### config.mk
export PLATFORM = sky130hd
export DESIGN_NAME = alu_issue_unit_flat
export DESIGN_NICKNAME = d
export VERILOG_FILES = /design/src/rtl/alu_issue_unit_if.sv /design/src/rtl/alu_issue_unit.sv /design/src/flat_wrapper.sv
export SDC_FILE = /design/constraint.sdc
export NUM_CORES = 1
export LEC_CHECK = 0
export ABC_AREA = 0
export CORE_MARGIN = 3
export CORE_UTILIZATION = 59
export CTS_BUF_LIST = sky130_fd_sc_hd__clkbuf_4 sky130_fd_sc_hd__clkbuf_8
export DETAILED_ROUTE_END_ITERATION = 6
export GPL_TIMING_DRIVEN = 0
export PLACE_DENSITY = 0.93
export SYNTH_ARGS = -nofsm -noshare
export SYNTH_HDL_FRONTEND = slang
export SYNTH_SLANG_ARGS = --single-unit
### constraint.sdc
create_clock -name clk -period 4.8 [get_ports clk]
set_clock_uncertainty 0.15 [all_clocks]
set_input_delay 1.44 -clock clk [delete_from_list [all_inputs] [get_ports clk]]
set_output_delay 1.44 -clock clk [all_outputs]
set_load 0.01 [all_outputs]
### src/rtl/alu_issue_unit_if.sv
// alu_issue_unit_if
//   Request/response handshake bundle for alu_issue_unit.
//   req_*  : operation request (valid/ready), opcode + two 8-bit operands.
//   rsp_*  : captured ALU result (valid/ready), result, masked carry, opcode echo.
//   slave  : the issue unit side (consumes requests, produces responses).
//   master : the requester side.
interface alu_issue_unit_if;
  logic       req_valid;
  logic       req_ready;
  logic [3:0] req_ctrl;
  logic [7:0] req_x;
  logic [7:0] req_y;

  logic       rsp_valid;
  logic       rsp_ready;
  logic [7:0] rsp_out;
  logic       rsp_carry;
  logic [3:0] rsp_ctrl;

  modport slave (
    input  req_valid, req_ctrl, req_x, req_y, rsp_ready,
    output req_ready, rsp_valid, rsp_out, rsp_carry, rsp_ctrl
  );

  modport master (
    output req_valid, req_ctrl, req_x, req_y, rsp_ready,
    input  req_ready, rsp_valid, rsp_out, rsp_carry, rsp_ctrl
  );
endinterface

### src/rtl/alu_issue_unit.sv
// alu_issue_unit
//   Request-side driver for an external 8-bit combinational ALU. Requests are
//   buffered in a DEPTH-entry FIFO, presented to the ALU one per ISSUE cycle,
//   and the result is held in a response register under valid/ready
//   backpressure. A rotating XOR signature and a saturating op counter track
//   completed responses.
// Ports
//   clk, rst    : clock, synchronous active-high reset
//   bus         : alu_issue_unit_if.slave (req_* in, rsp_* out)
//   alu_ctrl/x/y: to the ALU; driven from the FIFO head only in ISSUE
//   alu_out/carry: from the ALU, captured at the end of ISSUE
//   sig         : running response signature
//   op_count    : completed response count, saturating at 16'hFFFF
// DEPTH must be a power of two in 2..16 so the pointers wrap naturally.
module alu_issue_unit #(
  parameter int DEPTH = 4
) (
  input  logic             clk,
  input  logic             rst,
  alu_issue_unit_if.slave  bus,
  output logic [3:0]       alu_ctrl,
  output logic [7:0]       alu_x,
  output logic [7:0]       alu_y,
  input  logic [7:0]       alu_out,
  input  logic             alu_carry,
  output logic [7:0]       sig,
  output logic [15:0]      op_count
);
  localparam int PW = $clog2(DEPTH);
  localparam int CW = $clog2(DEPTH + 1);
  localparam logic [3:0] OP_NOP = 4'b1101;

  typedef struct packed {
    logic [3:0] ctrl;
    logic [7:0] x;
    logic [7:0] y;
  } req_t;

  typedef enum logic [1:0] {IDLE, ISSUE, RESP} state_t;

  state_t         state_q, state_d;
  req_t           mem_q [DEPTH];
  req_t           mem_d [DEPTH];
  logic [PW-1:0]  wr_ptr_q, wr_ptr_d;
  logic [PW-1:0]  rd_ptr_q, rd_ptr_d;
  logic [CW-1:0]  count_q, count_d;
  logic           req_ready_q, req_ready_d;
  logic [7:0]     rsp_out_q, rsp_out_d;
  logic           rsp_carry_q, rsp_carry_d;
  logic [3:0]     rsp_ctrl_q, rsp_ctrl_d;
  logic [7:0]     sig_q, sig_d;
  logic [15:0]    op_count_q, op_count_d;

  req_t head;
  logic push, pop, rsp_hs;

  assign head = mem_q[rd_ptr_q];

  // req_ready_q already implies count < DEPTH, so it alone gates the push.
  assign push   = bus.req_valid & req_ready_q;
  assign pop    = (state_q == ISSUE);
  assign rsp_hs = (state_q == RESP) & bus.rsp_ready;

  always_comb begin
    state_d     = state_q;
    mem_d       = mem_q;
    wr_ptr_d    = wr_ptr_q;
    rd_ptr_d    = rd_ptr_q;
    count_d     = count_q;
    rsp_out_d   = rsp_out_q;
    rsp_carry_d = rsp_carry_q;
    rsp_ctrl_d  = rsp_ctrl_q;
    sig_d       = sig_q;
    op_count_d  = op_count_q;

    if (push) begin
      mem_d[wr_ptr_q] = '{ctrl: bus.req_ctrl, x: bus.req_x, y: bus.req_y};
      wr_ptr_d        = wr_ptr_q + PW'(1);
    end
    if (pop) rd_ptr_d = rd_ptr_q + PW'(1);

    if (push && !pop)      count_d = count_q + CW'(1);
    else if (pop && !push) count_d = count_q - CW'(1);

    unique case (state_q)
      IDLE: if (count_q != '0) state_d = ISSUE;
      ISSUE: begin
        // Only add/sub produce a meaningful carry; all others report 0.
        rsp_out_d   = alu_out;
        rsp_carry_d = alu_carry & (head.ctrl[3:1] == 3'b000);
        rsp_ctrl_d  = head.ctrl;
        state_d     = RESP;
      end
      RESP: if (bus.rsp_ready) state_d = (count_q != '0) ? ISSUE : IDLE;
      default: state_d = IDLE;
    endcase

    if (rsp_hs) begin
      sig_d = {sig_q[6:0], sig_q[7]} ^ rsp_out_q;
      if (op_count_q != 16'hFFFF) op_count_d = op_count_q + 16'd1;
    end

    // Registered from the next count, so it never advertises space that a
    // push in the same cycle has just consumed.
    req_ready_d = (count_d < CW'(DEPTH));
  end

  always_ff @(posedge clk) begin
    if (rst) begin
      state_q     <= IDLE;
      wr_ptr_q    <= '0;
      rd_ptr_q    <= '0;
      count_q     <= '0;
      req_ready_q <= 1'b1;
      rsp_out_q   <= '0;
      rsp_carry_q <= 1'b0;
      rsp_ctrl_q  <= '0;
      sig_q       <= '0;
      op_count_q  <= '0;
    end else begin
      state_q     <= state_d;
      wr_ptr_q    <= wr_ptr_d;
      rd_ptr_q    <= rd_ptr_d;
      count_q     <= count_d;
      req_ready_q <= req_ready_d;
      rsp_out_q   <= rsp_out_d;
      rsp_carry_q <= rsp_carry_d;
      rsp_ctrl_q  <= rsp_ctrl_d;
      sig_q       <= sig_d;
      op_count_q  <= op_count_d;
    end
  end

  // Payload storage needs no reset: entries are only read below count.
  always_ff @(posedge clk) begin
    mem_q <= mem_d;
  end

  // ALU inputs depend only on state and FIFO storage (no input-to-output path).
  assign alu_ctrl = (state_q == ISSUE) ? head.ctrl : OP_NOP;
  assign alu_x    = (state_q == ISSUE) ? head.x    : 8'h00;
  assign alu_y    = (state_q == ISSUE) ? head.y    : 8'h00;

  assign bus.req_ready = req_ready_q;
  assign bus.rsp_valid = (state_q == RESP);
  assign bus.rsp_out   = rsp_out_q;
  assign bus.rsp_carry = rsp_carry_q;
  assign bus.rsp_ctrl  = rsp_ctrl_q;
  assign sig           = sig_q;
  assign op_count      = op_count_q;
endmodule
### src/flat_wrapper.sv
// flat-port wrapper written by rule: the top's interface ports become plain ports
module alu_issue_unit_flat 
#(
  parameter int DEPTH = 4
)
  (clk, rst, alu_ctrl, alu_x, alu_y, alu_out, alu_carry, sig, op_count, bus_req_valid, bus_req_ctrl, bus_req_x, bus_req_y, bus_rsp_ready, bus_req_ready, bus_rsp_valid, bus_rsp_out, bus_rsp_carry, bus_rsp_ctrl);
  alu_issue_unit_if bus_i ();
  input  logic clk;
  input  logic rst;
  output logic [3:0] alu_ctrl;
  output logic [7:0] alu_x;
  output logic [7:0] alu_y;
  input  logic [7:0] alu_out;
  input  logic alu_carry;
  output logic [7:0] sig;
  output logic [15:0] op_count;
  input wire logic [$bits(bus_i.req_valid)-1:0] bus_req_valid;
  input wire logic [$bits(bus_i.req_ctrl)-1:0] bus_req_ctrl;
  input wire logic [$bits(bus_i.req_x)-1:0] bus_req_x;
  input wire logic [$bits(bus_i.req_y)-1:0] bus_req_y;
  input wire logic [$bits(bus_i.rsp_ready)-1:0] bus_rsp_ready;
  output wire logic [$bits(bus_i.req_ready)-1:0] bus_req_ready;
  output wire logic [$bits(bus_i.rsp_valid)-1:0] bus_rsp_valid;
  output wire logic [$bits(bus_i.rsp_out)-1:0] bus_rsp_out;
  output wire logic [$bits(bus_i.rsp_carry)-1:0] bus_rsp_carry;
  output wire logic [$bits(bus_i.rsp_ctrl)-1:0] bus_rsp_ctrl;
  assign bus_i.req_valid = bus_req_valid;
  assign bus_i.req_ctrl = bus_req_ctrl;
  assign bus_i.req_x = bus_req_x;
  assign bus_i.req_y = bus_req_y;
  assign bus_i.rsp_ready = bus_rsp_ready;
  assign bus_req_ready = bus_i.req_ready;
  assign bus_rsp_valid = bus_i.rsp_valid;
  assign bus_rsp_out = bus_i.rsp_out;
  assign bus_rsp_carry = bus_i.rsp_carry;
  assign bus_rsp_ctrl = bus_i.rsp_ctrl;
  alu_issue_unit #(.DEPTH(DEPTH)) u_core (.clk(clk), .rst(rst), .bus(bus_i), .alu_ctrl(alu_ctrl), .alu_x(alu_x), .alu_y(alu_y), .alu_out(alu_out), .alu_carry(alu_carry), .sig(sig), .op_count(op_count));
endmodule
==> impl_metrics.toml, run 1 <==
[outcome]
status = "complete, no violations"

[layout]
syn2layout_area_growth_pct = 27.9
layout.nets = 526
instances_no_fill = 602
drive_gt1_frac = 0.131
seq_area_um2 = 3340
multi_input_area_um2 = 1710
fillCellCount = 495

[power_and_ir_drop]
ir_drop_uv = 398
fin_total_pwr_mw = 2.92
power.density_nw_per_um2 = 441
power_leakage_nw = 2.16

[clock_network]
clk_latency_ps = 410
hold_buffers = 0
clock_path_buffers = 2
cts_tree = "built"
htree_levels = 4
postCtsSetupBuffers = 0
cts_resized = 0
cts-root-buf = "clkbuf_8"
numClockSinks = 127
cts_buffers = 17
cts.reportedPaths.clkPinSlew_ps = 70

[synth]
synth_edf_count = 80
yosysUniqueCellTypes = 46
synth_xor_area_frac = 0.0203
synth_most_common_cell = "edfxtp_1"
yosys.area.top_type = "edfxtp_1"
yosysWarnings = 0
yosys-top-cells-count = "edfxtp_1 (80), dfxtp_1 (47), nand2_1 (35)"
syn_inst = 373
synth_seq_area_share = 0.646
synth_compound_area_frac = 0.0639
synth.area.mux_share = 0.0931
synth_top_cells_by_area = "edfxtp_1 (46%), dfxtp_1 (18%), mux4_2 (8.7%)"
ys_ff_latch = 127
synth_top_flop_cell = "edfxtp_1"
synth_top_area_share = 0.464
synth_nets = 416
yosys.area_share.simple = 0.129
synthesis.area_um2 = 5170
synth_top_family_by_area = "simple AND/OR/NAND/NOR gates"
synth_area_per_cell_um2 = 13.9
synthArstFlopShare = 0
synthAdderAreaFrac = 0.0242

[worst_setup_path]
cp.arrival_ps = 2720
critical_path_class = "flop to output pin"
worst-path-max-fanout = 10
critPathLaunchType = "flop"
worstPathRequired_ps = 3210
cp-end-kind = "output pin"

[die]
io_pins = 92
die_y_um = 99.6
core-area_um2 = 8380
start_util = 0.617
fp-row-count = 33
die-area_um2 = 9930
dieWidth_um = 99.6

[run]
drv_cap = 0

[sta]
fin_ws_ps = 491
rsz0062_at_grt = "no"
finalSetupViolations = 0
fmax_ghz = 0.232
fin_crit_ps = 4310
finalSetupTns_ps = 0
hold_violations = 0
drv_slew = 0
finalCritPeriodShare = 0.898
tightest_slew_ps = 1140
slew-limit-headroom = 0.238

[route]
drtIter0Drc = 223
ant_nets = 0
drc = 0
drtPass1Iterations = 4
totalWireLength_mm = 11.7
wire_per_inst_um = 19.5
vias = 3620
vias_per_cell = 6.01

[place]
gp_congestion = 0.764
portBuffers = 91
dp_hpwl_mm = 7.90
dp_cells = 569
dpl_worst_slack_ps = 947

[grt]
grt-ovfl-total = 0
grt_pass1_wl_mm = 18.8
grt_pass1_vias = 3739
antenna_found_initial = 1
grt_start_max_net_pins = 21
grt_util_all_layers = 0.249

[worst_hold_path]
hold_class = "flop to flop"
[layout make-up]
cell class                 count  area share
buffer                        18      0.0134
sequential                   127       0.505
antenna                        1    0.000378
clock inverter                14      0.0236
tap                          105      0.0199
timing repair buffer          91       0.138
clock buffer                  18      0.0365
multi-input combinational    220       0.259
inverter                       8     0.00454
[state kept, by name (all words and copies together) (netlist names), 3 cells and up]
signal	cells
u_core.bus.rsp_ctrl	4
u_core.bus.rsp_out	8
u_core.count_q	3
u_core.mem_q	80
u_core.op_count	16
u_core.sig	8
[kinds of logic after synthesis]
logic type | count (synthesis)
DFF | 127
muxes | 23
xor gates and xnor gates | 12
AOI/OAI and AO/OA | 55
buffers and inverters | 26
adders and majority gates | 10
and+or+nand+nor | 120
[placed cells by master (no fill, tap or decap), types with 2 or more instances in the layout]
cell	instances
bufinv_16	2
a211oi_1	11
buf_1	2
clkbuf_1	10
nand2_1	35
xnor2_1	11
or4_1	7
or3_1	3
o21ai_0	6
nand4_1	6
nand2b_1	7
nand3_1	6
clkinv_4	2
dfxtp_1	47
mux4_2	20
edfxtp_1	80
o31ai_1	8
ha_1	10
mux2i_1	2
buf_2	2
nor2_1	14
and2_1	16
inv_1	8
a21oi_1	27
buf_4	3
and3_1	5
clkinvlp_4	4
nor2b_1	5
clkbuf_8	17
or4_2	2
clkdlybuf4s50_1	91
inv_6	5
[report_power, final]
group | switching [mW] | internal [mW]
Combinational | 0.328 | 0.342
Clock | 0.440 | 0.475
Sequential | 0.0623 | 1.27
[worst paths after layout]
path / startpoint / to / slack (ps) / cells after the start
min: u_core.bus.rsp_ctrl[3] / u_core.bus.rsp_ctrl[3] / 320 / 2
max: u_core.rd_ptr_q[1] / alu_x[4] / 490 / 5
max reg2reg: u_core.state_q[0] / u_core.count_q[2] / 2300 / 8
min reg2reg: u_core.bus.rsp_ctrl[3] / u_core.bus.rsp_ctrl[3] / 320 / 2
[critical path, stage by stage (launching register included)]
cell and delay (ps):
dfxtp_1 390, buf_2 300, buf_1 540, mux4_2 410, and2_1 180, clkdlybuf4s50_1 490
[per-stage QoR]
stage | instance area (um2) | hold WS (ps) | utilization
4_1_cts | 6610 | 323 | 0.789
2_1_floorplan | 5170 | 308 | -
3_3_place_gp | 6210 | 293 | 0.741
6_report | 6620 | 318 | 0.789
3_5_place_dp | 6210 | 313 | 0.741
5_1_grt | 6620 | 350 | 0.789
[layer usage]
layer / vias to the layer above / track usage / share of wire
met5: - / 0 / 0
met4: 0 / 0.113 / 0.027
met3: 30 / 0.0568 / 0.077
met2: 183 / 0.416 / 0.50
met1: 1776 / 0.310 / 0.40
li1: 1631 / - / -
Power figures use the tool's default switching activity.
==> inputs of run 2 (changes only) <==
- SLEW_MARGIN: default -> 20
==> impl_metrics.toml, run 2 (same netlist as run 1, synthesis figures left out) <==
[outcome]
status = "complete, no violations"

[clock_network]
cts_buffers = 17
hold_buffers = 0
numClockSinks = 127
cts.reportedPaths.clkPinSlew_ps = 70
clk_latency_ps = 410
cts-root-buf = "clkbuf_8"
htree_levels = 4
cts_tree = "built"
clock_path_buffers = 2
postCtsSetupBuffers = 0
cts_resized = 0

[die]
start_util = 0.617
io_pins = 92
die-area_um2 = 9930
die_y_um = 99.6
dieWidth_um = 99.6
fp-row-count = 33
core-area_um2 = 8380

[worst_hold_path]
min_from = "u_core.bus.rsp_ctrl[3]"
hold_class = "flop to flop"
hold_depth = 2

[sta]
fin_crit_ps = 4320
finalSetupTns_ps = 0
finalCritPeriodShare = 0.899
fin_ws_ps = 484
tightest_slew_ps = 654
fmax_ghz = 0.232
drv_slew = 0
hold_violations = 0
slew-limit-headroom = 0.564
rsz0062_at_grt = "no"
finalSetupViolations = 0

[route]
drc = 0
drtPass1Iterations = 5
vias_per_cell = 6.02
wire_per_inst_um = 19.4
vias = 3625
drtIter0Drc = 208
totalWireLength_mm = 11.7
ant_nets = 0

[worst_setup_path]
crit_cells = 5
worstPathRequired_ps = 3210
worst-path-max-fanout = 10
critical_path_class = "flop to output pin"
worstRegToRegCells = 8
cp-startpoint = "u_core.rd_ptr_q[1]"
crit_chain = "buf_2 -> buf_1 -> mux4_2 -> and2_1 -> clkdlybuf4s50_1"
worst-path-buf-inv = 3
max_stage_delay_ps = 550
critPathLaunchType = "flop"
crit_family = "buffers and inverters"
reg2reg_from = "u_core.state_q[0]"
crit_path_top_delay_cell = "buf_1"
cp-end-kind = "output pin"
cp.arrival_ps = 2730

[grt]
grt_start_max_net_pins = 21
grt_pass1_wl_mm = 18.8
antenna_found_initial = 1
grt_util_all_layers = 0.249
grt-ovfl-total = 0
grt_pass1_vias = 3739

[power_and_ir_drop]
power_leakage_nw = 2.16
fin_total_pwr_mw = 2.91
power.density_nw_per_um2 = 440
ir_drop_uv = 399

[layout]
top_register = "u_core.mem_q"
multi_input_area_um2 = 1720
layout.nets = 526
seq_area_um2 = 3340
fillCellCount = 496
drive_gt1_frac = 0.139
mostFrequentLayoutCell = "clkdlybuf4s50_1"
largest_register_ffs = 80
mostFrequentLayoutCells = "clkdlybuf4s50_1 (91), edfxtp_1 (80), dfxtp_1 (47)"
syn2layout_area_growth_pct = 28.0
instances_no_fill = 602

[place]
dp_cells = 569
gp_congestion = 0.764
portBuffers = 91
dp_hpwl_mm = 7.90
dpl_worst_slack_ps = 947

[run]
drv_cap = 0
[run 2: cell counts in the layout (fill, tap and decap cells not counted)]
No cell type changed its count.
[run 2: power breakdown]
part / switching, mW / leakage, nW / internal [mW]
Combinational: 0.326 / 0.853 / 0.343
Sequential: 0.0619 / 1.12 / 1.27
Clock: 0.437 / 0.187 / 0.475
[run 2: layer usage]
layer | share of wire | vias up | GRT usage
met1 | 0.40 | 1782 | 0.310
met4 | 0.023 | 0 | 0.113
met2 | 0.50 | 187 | 0.416
met3 | 0.077 | 22 | 0.0568
met5 | 0 | - | 0
li1 | - | 1634 | -
[run 2: final timing paths]
path	to	slack [ps]
max	alu_x[4]	480
min	u_core.bus.rsp_ctrl[3]	320
max reg2reg	u_core.count_q[2]	2290
min reg2reg	u_core.bus.rsp_ctrl[3]	320
[run 2: area by class of cell]
type	count	area share
Antenna cell	1	0.000378
Buffer	18	0.0134
Clock buffer	18	0.0365
Clock inverter	14	0.0236
Inverter	8	0.00454
Multi-Input combinational cell	220	0.259
Sequential cell	127	0.505
Tap cell	105	0.0198
Timing Repair Buffer	91	0.138
[run 2: through the flow]
step | utilization | hold WS, ps | instance area [um2]
after detailed placement | 0.741 | 313 | 6210
after global routing | 0.790 | 350 | 6620
after CTS | 0.789 | 323 | 6610
after floorplan | - | 308 | 5170
final | 0.790 | 319 | 6620
after global placement | 0.741 | 293 | 6210
[run 2: tightest hold or removal path: cells and delay by family, from the launching register on]
kind,cells,cell delay (ps)
DFF,1,320
and+or+nand+nor,1,60
AOI/OAI and AO/OA,1,50
==> inputs of run 3 (changes only) <==
- SKIP_LAST_GASP: default -> 1
==> results of run 3 <==
Same layout as run 2: the final DEF is identical, and so are final timing and power.
